==> config.mk <==
export PLATFORM = sky130hd
export DESIGN_NAME = lts_capture_ctrl_flat
export DESIGN_NICKNAME = d
export VERILOG_FILES = /design/src/rtl/lts_capture_ctrl_if.sv /design/src/rtl/lts_capture_ctrl.sv /design/src/flat_wrapper.sv
export SDC_FILE = /design/constraint.sdc
export NUM_CORES = 1
export LEC_CHECK = 0
export ABC_CLOCK_PERIOD_IN_PS = 2750
export BUFFER_PORTS_ARGS = -buffer_cell sky130_fd_sc_hd__buf_2
export CORE_UTILIZATION = 31
export CTS_CLUSTER_DIAMETER = 150
export DETAILED_ROUTE_END_ITERATION = 10
export SKIP_CTS_REPAIR_TIMING = 1
export SKIP_LAST_GASP = 1
export SYNTH_ARGS = -nofsm -noshare
export SYNTH_HDL_FRONTEND = slang
export SYNTH_SLANG_ARGS = --single-unit
==> constraint.sdc <==
create_clock -name clk_in -period 2.75 [get_ports clk_in]
set_clock_uncertainty 0.05 [all_clocks]
set_input_delay 0.275 -clock clk_in [delete_from_list [all_inputs] [get_ports clk_in]]
set_output_delay 0.275 -clock clk_in [all_outputs]
set_load 0.02 [all_outputs]
==> src/rtl/lts_capture_ctrl_if.sv <==
// ---------------------------------------------------------------------------
// lts_capture_ctrl_if
// AXI-Stream style bundle carrying {Q, I} samples between the sample path and
// the LTS capture controller.
//   tvalid  : beat valid (source -> sink)
//   tready  : sink ready (sink -> source)
//   tdata   : 2*DATA_W sample {Q, I}, I on the LSBs
//   tlast   : last beat of a frame
//   tuser   : LTS symbol index of the beat
// modport master drives a stream, modport slave receives one.
// ---------------------------------------------------------------------------
interface lts_capture_ctrl_if #(
    parameter int DATA_W = 16
);
    logic                  tvalid;
    logic                  tready;
    logic [2*DATA_W-1:0]   tdata;
    logic                  tlast;
    logic [2:0]            tuser;

    modport master (output tvalid, output tdata, output tlast, output tuser, input tready);
    modport slave  (input tvalid, input tdata, input tlast, input tuser, output tready);
endinterface

==> src/rtl/lts_capture_ctrl.sv <==
// ---------------------------------------------------------------------------
// lts_capture_ctrl
// Power trigger, preamble search FSM, LTS search timeout and capture of
// NUM_SYM LTS symbols, emitted as one packet per detected frame.
//   clk_in / rst_n_in : clock, asynchronous active-low reset
//   s_axis            : input sample stream (slave)
//   m_axis            : captured LTS stream, tuser = symbol index (master)
//   sts_detect_in     : short preamble detected (qualified by accepted beat)
//   lts_start_in      : accepted beat is LTS symbol 0, sample 0
//   power_thresh_in   : average magnitude threshold
//   state_out         : 0 IDLE, 1 SEARCH_STS, 2 SEARCH_LTS, 3 CAPTURE
//   frames_out        : saturating count of completed frames
//   timeouts_out      : saturating count of LTS search timeouts
//
// state      | meaning
// IDLE       | waiting for the average power to reach the threshold
// SEARCH_STS | power present, waiting for the short preamble strobe
// SEARCH_LTS | waiting for the LTS start marker, bounded by TIMEOUT beats
// CAPTURE    | forwarding NUM_SYM*SYM_LEN samples to the output register
// ---------------------------------------------------------------------------
module lts_capture_ctrl #(
    parameter int DATA_W   = 16,
    parameter int SYM_LEN  = 64,
    parameter int NUM_SYM  = 2,
    parameter int PWR_LOG2 = 4,
    parameter int TIMEOUT  = 320
) (
    input  logic                 clk_in,
    input  logic                 rst_n_in,
    lts_capture_ctrl_if.slave    s_axis,
    lts_capture_ctrl_if.master   m_axis,
    input  logic                 sts_detect_in,
    input  logic                 lts_start_in,
    input  logic [DATA_W:0]      power_thresh_in,
    output logic [1:0]           state_out,
    output logic [15:0]          frames_out,
    output logic [15:0]          timeouts_out
);
    localparam int MAG_W  = DATA_W + 1;
    localparam int WIN    = 1 << PWR_LOG2;
    localparam int SUM_W  = MAG_W + PWR_LOG2;
    localparam int SAMP_W = (SYM_LEN > 1) ? $clog2(SYM_LEN) : 1;
    localparam int TO_W   = (TIMEOUT > 1) ? $clog2(TIMEOUT) : 1;
    localparam logic [SAMP_W-1:0] SAMP_LAST = SAMP_W'(SYM_LEN - 1);
    localparam logic [2:0]        SYM_LAST  = 3'(NUM_SYM - 1);
    localparam logic [TO_W-1:0]   TO_LAST   = TO_W'(TIMEOUT - 1);

    typedef enum logic [1:0] {
        IDLE       = 2'd0,
        SEARCH_STS = 2'd1,
        SEARCH_LTS = 2'd2,
        CAPTURE    = 2'd3
    } state_t;

    state_t              r_state, w_state_nxt;
    logic [TO_W-1:0]     r_to_cnt, w_to_nxt;
    logic [SAMP_W-1:0]   r_samp, w_samp_nxt;
    logic [2:0]          r_sym, w_sym_nxt;
    logic                w_cap_beat, w_frame_inc, w_to_inc;

    logic [MAG_W-1:0]    r_win [WIN];
    logic [SUM_W-1:0]    r_sum;
    logic [MAG_W-1:0]    w_mag;
    logic                w_power_ok;

    logic                r_m_valid, r_m_last;
    logic [2*DATA_W-1:0] r_m_data;
    logic [2:0]          r_m_user;
    logic [15:0]         r_frames, r_timeouts;

    logic                w_out_free, w_ready, w_acc, w_last;
    logic                w_unused;

    // |x| with the most negative code clamped so the result fits DATA_W-1 bits
    function automatic logic [DATA_W-1:0] f_abs(input logic [DATA_W-1:0] x);
        if (!x[DATA_W-1])
            return x;
        else if (x == {1'b1, {(DATA_W-1){1'b0}}})
            return {1'b0, {(DATA_W-1){1'b1}}};
        else
            return -x;
    endfunction

    assign w_mag      = {1'b0, f_abs(s_axis.tdata[DATA_W-1:0])}
                      + {1'b0, f_abs(s_axis.tdata[2*DATA_W-1:DATA_W])};
    assign w_power_ok = r_sum[SUM_W-1:PWR_LOG2] >= power_thresh_in;

    // The beat carrying lts_start_in is the first captured sample, so it is
    // throttled by the output register like every CAPTURE beat.
    assign w_out_free = !r_m_valid || m_axis.tready;
    assign w_ready    = ((r_state == CAPTURE) || ((r_state == SEARCH_LTS) && lts_start_in))
                      ? w_out_free : 1'b1;
    assign w_acc      = s_axis.tvalid && w_ready;
    assign w_last     = (r_samp == SAMP_LAST) && (r_sym == SYM_LAST);

    always_ff @(posedge clk_in or negedge rst_n_in) begin
        if (!rst_n_in) begin
            for (int k = 0; k < WIN; k++) r_win[k] <= '0;
            r_sum <= '0;
        end else if (w_acc) begin
            r_win[0] <= w_mag;
            for (int k = 1; k < WIN; k++) r_win[k] <= r_win[k-1];
            r_sum <= r_sum + SUM_W'(w_mag) - SUM_W'(r_win[WIN-1]);
        end
    end

    always_comb begin
        w_state_nxt = r_state;
        w_to_nxt    = r_to_cnt;
        w_samp_nxt  = r_samp;
        w_sym_nxt   = r_sym;
        w_cap_beat  = 1'b0;
        w_frame_inc = 1'b0;
        w_to_inc    = 1'b0;
        if (w_acc) begin
            case (r_state)
                IDLE: begin
                    if (w_power_ok) w_state_nxt = SEARCH_STS;
                end
                SEARCH_STS: begin
                    if (!w_power_ok) begin
                        w_state_nxt = IDLE;
                    end else if (sts_detect_in) begin
                        w_state_nxt = SEARCH_LTS;
                        w_to_nxt    = '0;
                    end
                end
                SEARCH_LTS: begin
                    if (lts_start_in) begin
                        w_cap_beat  = 1'b1;
                        w_state_nxt = CAPTURE;
                    end else if (!w_power_ok) begin
                        w_state_nxt = IDLE;
                    end else if (r_to_cnt == TO_LAST) begin
                        w_state_nxt = IDLE;
                        w_to_inc    = 1'b1;
                    end else begin
                        w_to_nxt = r_to_cnt + TO_W'(1);
                    end
                end
                default: w_cap_beat = 1'b1;
            endcase
            if (w_cap_beat) begin
                if (w_last) begin
                    w_state_nxt = IDLE;
                    w_frame_inc = 1'b1;
                    w_samp_nxt  = '0;
                    w_sym_nxt   = '0;
                end else if (r_samp == SAMP_LAST) begin
                    w_samp_nxt = '0;
                    w_sym_nxt  = r_sym + 3'd1;
                end else begin
                    w_samp_nxt = r_samp + SAMP_W'(1);
                end
            end
        end
    end

    always_ff @(posedge clk_in or negedge rst_n_in) begin
        if (!rst_n_in) begin
            r_state    <= IDLE;
            r_to_cnt   <= '0;
            r_samp     <= '0;
            r_sym      <= '0;
            r_frames   <= '0;
            r_timeouts <= '0;
        end else begin
            r_state  <= w_state_nxt;
            r_to_cnt <= w_to_nxt;
            r_samp   <= w_samp_nxt;
            r_sym    <= w_sym_nxt;
            if (w_frame_inc && (r_frames != 16'hFFFF))   r_frames   <= r_frames + 16'd1;
            if (w_to_inc && (r_timeouts != 16'hFFFF))    r_timeouts <= r_timeouts + 16'd1;
        end
    end

    always_ff @(posedge clk_in or negedge rst_n_in) begin
        if (!rst_n_in) begin
            r_m_valid <= 1'b0;
            r_m_last  <= 1'b0;
            r_m_data  <= '0;
            r_m_user  <= '0;
        end else if (w_cap_beat) begin
            r_m_valid <= 1'b1;
            r_m_last  <= w_last;
            r_m_data  <= s_axis.tdata;
            r_m_user  <= r_sym;
        end else if (m_axis.tready) begin
            r_m_valid <= 1'b0;
        end
    end

    assign s_axis.tready = w_ready;
    assign m_axis.tvalid = r_m_valid;
    assign m_axis.tlast  = r_m_last;
    assign m_axis.tdata  = r_m_data;
    assign m_axis.tuser  = r_m_user;
    assign state_out     = r_state;
    assign frames_out    = r_frames;
    assign timeouts_out  = r_timeouts;

    // input-side framing fields carry no meaning for this block
    assign w_unused = ^{s_axis.tlast, s_axis.tuser};
endmodule

==> src/flat_wrapper.sv <==
// flat-port wrapper written by rule: the top's interface ports become plain ports
module lts_capture_ctrl_flat 
#(
    parameter int DATA_W   = 16,
    parameter int SYM_LEN  = 64,
    parameter int NUM_SYM  = 2,
    parameter int PWR_LOG2 = 4,
    parameter int TIMEOUT  = 320
)
  (clk_in, rst_n_in, sts_detect_in, lts_start_in, power_thresh_in, state_out, frames_out, timeouts_out, s_axis_tvalid, s_axis_tdata, s_axis_tlast, s_axis_tuser, s_axis_tready, m_axis_tvalid, m_axis_tdata, m_axis_tlast, m_axis_tuser, m_axis_tready);
  lts_capture_ctrl_if #(.DATA_W(DATA_W)) s_axis_i ();
  lts_capture_ctrl_if #(.DATA_W(DATA_W)) m_axis_i ();
  input  logic clk_in;
  input  logic rst_n_in;
  input  logic sts_detect_in;
  input  logic lts_start_in;
  input  logic [DATA_W:0] power_thresh_in;
  output logic [1:0] state_out;
  output logic [15:0] frames_out;
  output logic [15:0] timeouts_out;
  input wire logic [$bits(s_axis_i.tvalid)-1:0] s_axis_tvalid;
  input wire logic [$bits(s_axis_i.tdata)-1:0] s_axis_tdata;
  input wire logic [$bits(s_axis_i.tlast)-1:0] s_axis_tlast;
  input wire logic [$bits(s_axis_i.tuser)-1:0] s_axis_tuser;
  output wire logic [$bits(s_axis_i.tready)-1:0] s_axis_tready;
  output wire logic [$bits(m_axis_i.tvalid)-1:0] m_axis_tvalid;
  output wire logic [$bits(m_axis_i.tdata)-1:0] m_axis_tdata;
  output wire logic [$bits(m_axis_i.tlast)-1:0] m_axis_tlast;
  output wire logic [$bits(m_axis_i.tuser)-1:0] m_axis_tuser;
  input wire logic [$bits(m_axis_i.tready)-1:0] m_axis_tready;
  assign s_axis_i.tvalid = s_axis_tvalid;
  assign s_axis_i.tdata = s_axis_tdata;
  assign s_axis_i.tlast = s_axis_tlast;
  assign s_axis_i.tuser = s_axis_tuser;
  assign s_axis_tready = s_axis_i.tready;
  assign m_axis_tvalid = m_axis_i.tvalid;
  assign m_axis_tdata = m_axis_i.tdata;
  assign m_axis_tlast = m_axis_i.tlast;
  assign m_axis_tuser = m_axis_i.tuser;
  assign m_axis_i.tready = m_axis_tready;
  lts_capture_ctrl #(.DATA_W(DATA_W), .SYM_LEN(SYM_LEN), .NUM_SYM(NUM_SYM), .PWR_LOG2(PWR_LOG2), .TIMEOUT(TIMEOUT)) u_core (.clk_in(clk_in), .rst_n_in(rst_n_in), .s_axis(s_axis_i), .m_axis(m_axis_i), .sts_detect_in(sts_detect_in), .lts_start_in(lts_start_in), .power_thresh_in(power_thresh_in), .state_out(state_out), .frames_out(frames_out), .timeouts_out(timeouts_out));
endmodule
==> summary.txt <==
Pwr
  • Seq pwr share: 32.1%
  • Tot Pwr: 25.43 mW
  • P_sw: 9.205 mW
  • Comb pwr share: 46.7%
  • Sw frac: 36.19%
  • Internal power: 16.23 mW
  • PD cells: 1113 mW/mm^2
  • Peak supply drop: 0.6434 mV
  • Leak pwr: 11.79 nW
  • Clock Power Share: 21.2%

Final layout
  • Final-stage net count: 2450
  • Most common cell after layout, fill and taps aside: nand2_1
  • Layout Cells excl Fill: 3094
  • Final core utilization: 40.20%
  • Most frequent cells in the layout: nand2_1, dfrtp_1, buf_4
  • Fillers: 5580
  • Share of post-route cells with drive strength above 1: 20.91%
  • Multi-input gate area: 0.008553 mm^2
  • Reg area: 0.009559 mm^2
  • Area Growth Syn to Fin: 27.27%

Synthesis
  • Top cell type's share of synthesized area: 53.26%
  • Post-Synthesis Cell Area: 0.01795 mm^2
  • Syn Inst Count: 2039
  • Post-synth net total: 2178
  • Synth top area cells: dfrtp_1, nand2_1, ha_1
  • Post-Synthesis Mean Instance Area: 8.803 um^2
  • Yosys cell types: 58
  • FFs w/ async S/R, synth: 100.0%
  • Synth warnings: 0
  • Post-synthesis sequential area ratio: 53.26%
  • Yosys reg bits: 382
  • Post-synth EDFFs: 0
  • Predominant post-synthesis flop cell: dfrtp_1
  • Yosys top cell by area: dfrtp_1

Critical path
  • CP Launch Type: primary input
  • Worst r2r path cells: 9
  • Worst-path fanout max: 3
  • CP peak stage delay: 0.53 ns
  • Critical Path RT: 3.14 ns
  • Crit path kind: in -> reg
  • CP max-delay cell: fa_1
  • Crit path DAT: 5.45 ns
  • R2r setup slk: -0.18 ns
  • Setup crit end kind: flop
  • RR Startpoint: u_core.r_sum[2]
  • R2r endpoint: u_core.r_sum[16]
  • Crit-path most repeated cell: ha_4

Worst hold path
  • Hold Path Stages: 4
  • HP Start: sts_detect_in
  • Hold Crit Endpoint: u_core.state_out[0]
  • Hold/Removal Path Class: in -> reg

Floorplanning
  • Die ar.: 0.05887 mm^2
  • Core area: 0.05682 mm^2
  • Initial core utilization: 31.59%
  • Die width: 242.6 um
  • # rows: 87
  • I/O Pins: 131
  • Die Y: 242.6 um

Global route
  • Total gr overflow: 0
  • Global-route wire length before repair: 72170 um
  • Antenna violations before repair: 4
  • Pin count of the biggest net entering global routing: 130
  • Total track usage: 14.64%
  • Number of global-route vias before repair: 14510

Timing
  • Hold_ws: -0.02410 ns
  • Worst Tran Pin Value: 0.6280 ns
  • Final worst-path cycle share: 184.0%
  • Setup_tns: -41.74 ns
  • # setup viols final: 33
  • Fin. Hold Viols: 4
  • Unrepaired setup endpoints after global routing: yes
  • Fin crit period: 5.059 ns
  • Fmax: 0.1977 GHz
  • Worst setup margin: -2.309 ns
  • Max-slew violations: 0
  • Slew HR: 58.02%

Placed design
  • I/O Buffers: 126
  • Dpl cells: 3005
  • GP Congestion: 0.9057
  • DP Wirelength: 29280 um
  • Place WS: -3.058 ns

Drt
  • DR vias: 14276
  • Vias/cell: 4.614
  • Drt drc: 0
  • Routed WL per cell: 13.69 um
  • Pre-antenna DRT Iters: 5
  • Iter 0 DRT Violations: 910
  • ANT nets after route: 0
  • Routed wire length: 42360 um

CTS
  • Clk buf depth: 3
  • CTS buffer count: 42
  • CTS tree: yes
  • Worst skew pair latency: 0.57 ns
  • H-tree levels: 2
  • Clock slew at reported path FFs: 0.06 ns
  • CTS root buf: clkbuf_16
  • TritonCTS sink count: 382

Flow run
  • Max cap viols: 0

Status
  • Violated checks: negative hold slack, negative setup slack
  • Status: finished with violations
## synthesized netlist by cell type (3+ instances only)
cell type and instances:
a211oi_1 4, a21o_1 18, a21oi_1 31, a31oi_1 11, and3_1 14, and4_1 4
buf_1 6, clkbuf_1 80, dfrtp_1 382, fa_1 18, ha_1 62, inv_1 58
mux2_2 13, nand2_1 953, nand2b_1 13, nand3_1 37, nand4_1 21, nand4b_1 3
nor2_1 47, nor2b_1 8, nor3_1 11, nor3b_1 4, o211ai_1 3, o21a_1 10
o21ai_0 80, o31ai_1 12, o41ai_1 4, or2_1 3, or3_1 7, or4_1 10
xnor2_1 45, xor2_1 33
## through the flow
step	hold slack (ns)	cell area, um^2
finish	-0.02410	22840
detailed placement	0.2174	20990
floorplan	-0.07059	18330
CTS	-0.3910	22280
global route	0.0006933	22840
global placement	0.2098	20990
## state kept, by name, summed over array words and instances (netlist names)
name / cells
u_core.r_sum: 21
u_core.m_axis.tuser: 3
u_core.m_axis.tvalid: 1
u_core.frames_out: 16
u_core.m_axis.tlast: 1
u_core.timeouts_out: 16
u_core.r_samp: 6
u_core.m_axis.tdata: 32
u_core.r_win: 272
u_core.r_sym: 3
u_core.r_to_cnt: 9
u_core.state_out: 2
## per-layer routing
metal | part of all wire (%) | vias up | track usage [%]
met5 | 0 | - | 0
met3 | 2.9 | 67 | 2.134
met4 | 2.5 | 0 | 5.161
met1 | 47 | 6960 | 19.80
li1 | - | 7090 | -
met2 | 47 | 159 | 23.86
## worst max-delay path by stage
stage	endpoint	slack, ns	cells past startpoint	start
floorplan	u_core.r_sum[16]	-2.73	24	s_axis_tdata[1]
global placement	u_core.r_sum[20]	-3.05	24	s_axis_tdata[1]
detailed placement	u_core.r_sum[20]	-3.06	24	s_axis_tdata[1]
CTS	u_core.r_sum[20]	-2.48	24	s_axis_tdata[1]
global route	u_core.r_sum[20]	-2.46	26	s_axis_tdata[0]
finish	u_core.r_sum[20]	-2.31	26	s_axis_tdata[1]
## final cells by class
type	instances	share of cell area, %
tap	756	4.141
multi-input combinational	1511	37.44
clock buffer	62	5.324
timing repair buffer	316	9.831
sequential	382	41.84
inverter	58	1.041
clock inverter	5	0.3341
antenna	4	0.04382
## critical path, delay by kind of cell
family	cells	cell delay (ns)
adder cells (fa/ha/maj)	4	1.12
XOR/XNOR	2	0.31
AND/OR/NAND/NOR	7	1.47
buffers and inverters	5	0.58
AO/OA/AOI/OAI	8	1.67
## cells by family after synthesis
kind of cell    after synthesis  share of synthesized area [%]
buf+inv                     146                          3.067
flops                       382                          53.26
compound gates              194                          6.734
simple gates               1146                          25.99
xor+xnor                     78                          3.806
fa+ha+maj                    80                          6.329
mux                          13                         0.8156
## power groups by stage
stage                     Clock, mW  Combinational, mW  Sequential (mW)
after floorplan                   0               6.72             8.30
after global placement            0               10.6             8.24
after detailed placement          0               10.7             8.28
after CTS                      5.58               10.8             8.19
after global routing           5.80               13.3             8.40
final                          5.39               11.9             8.18
(Power assumes the default switching activity.)
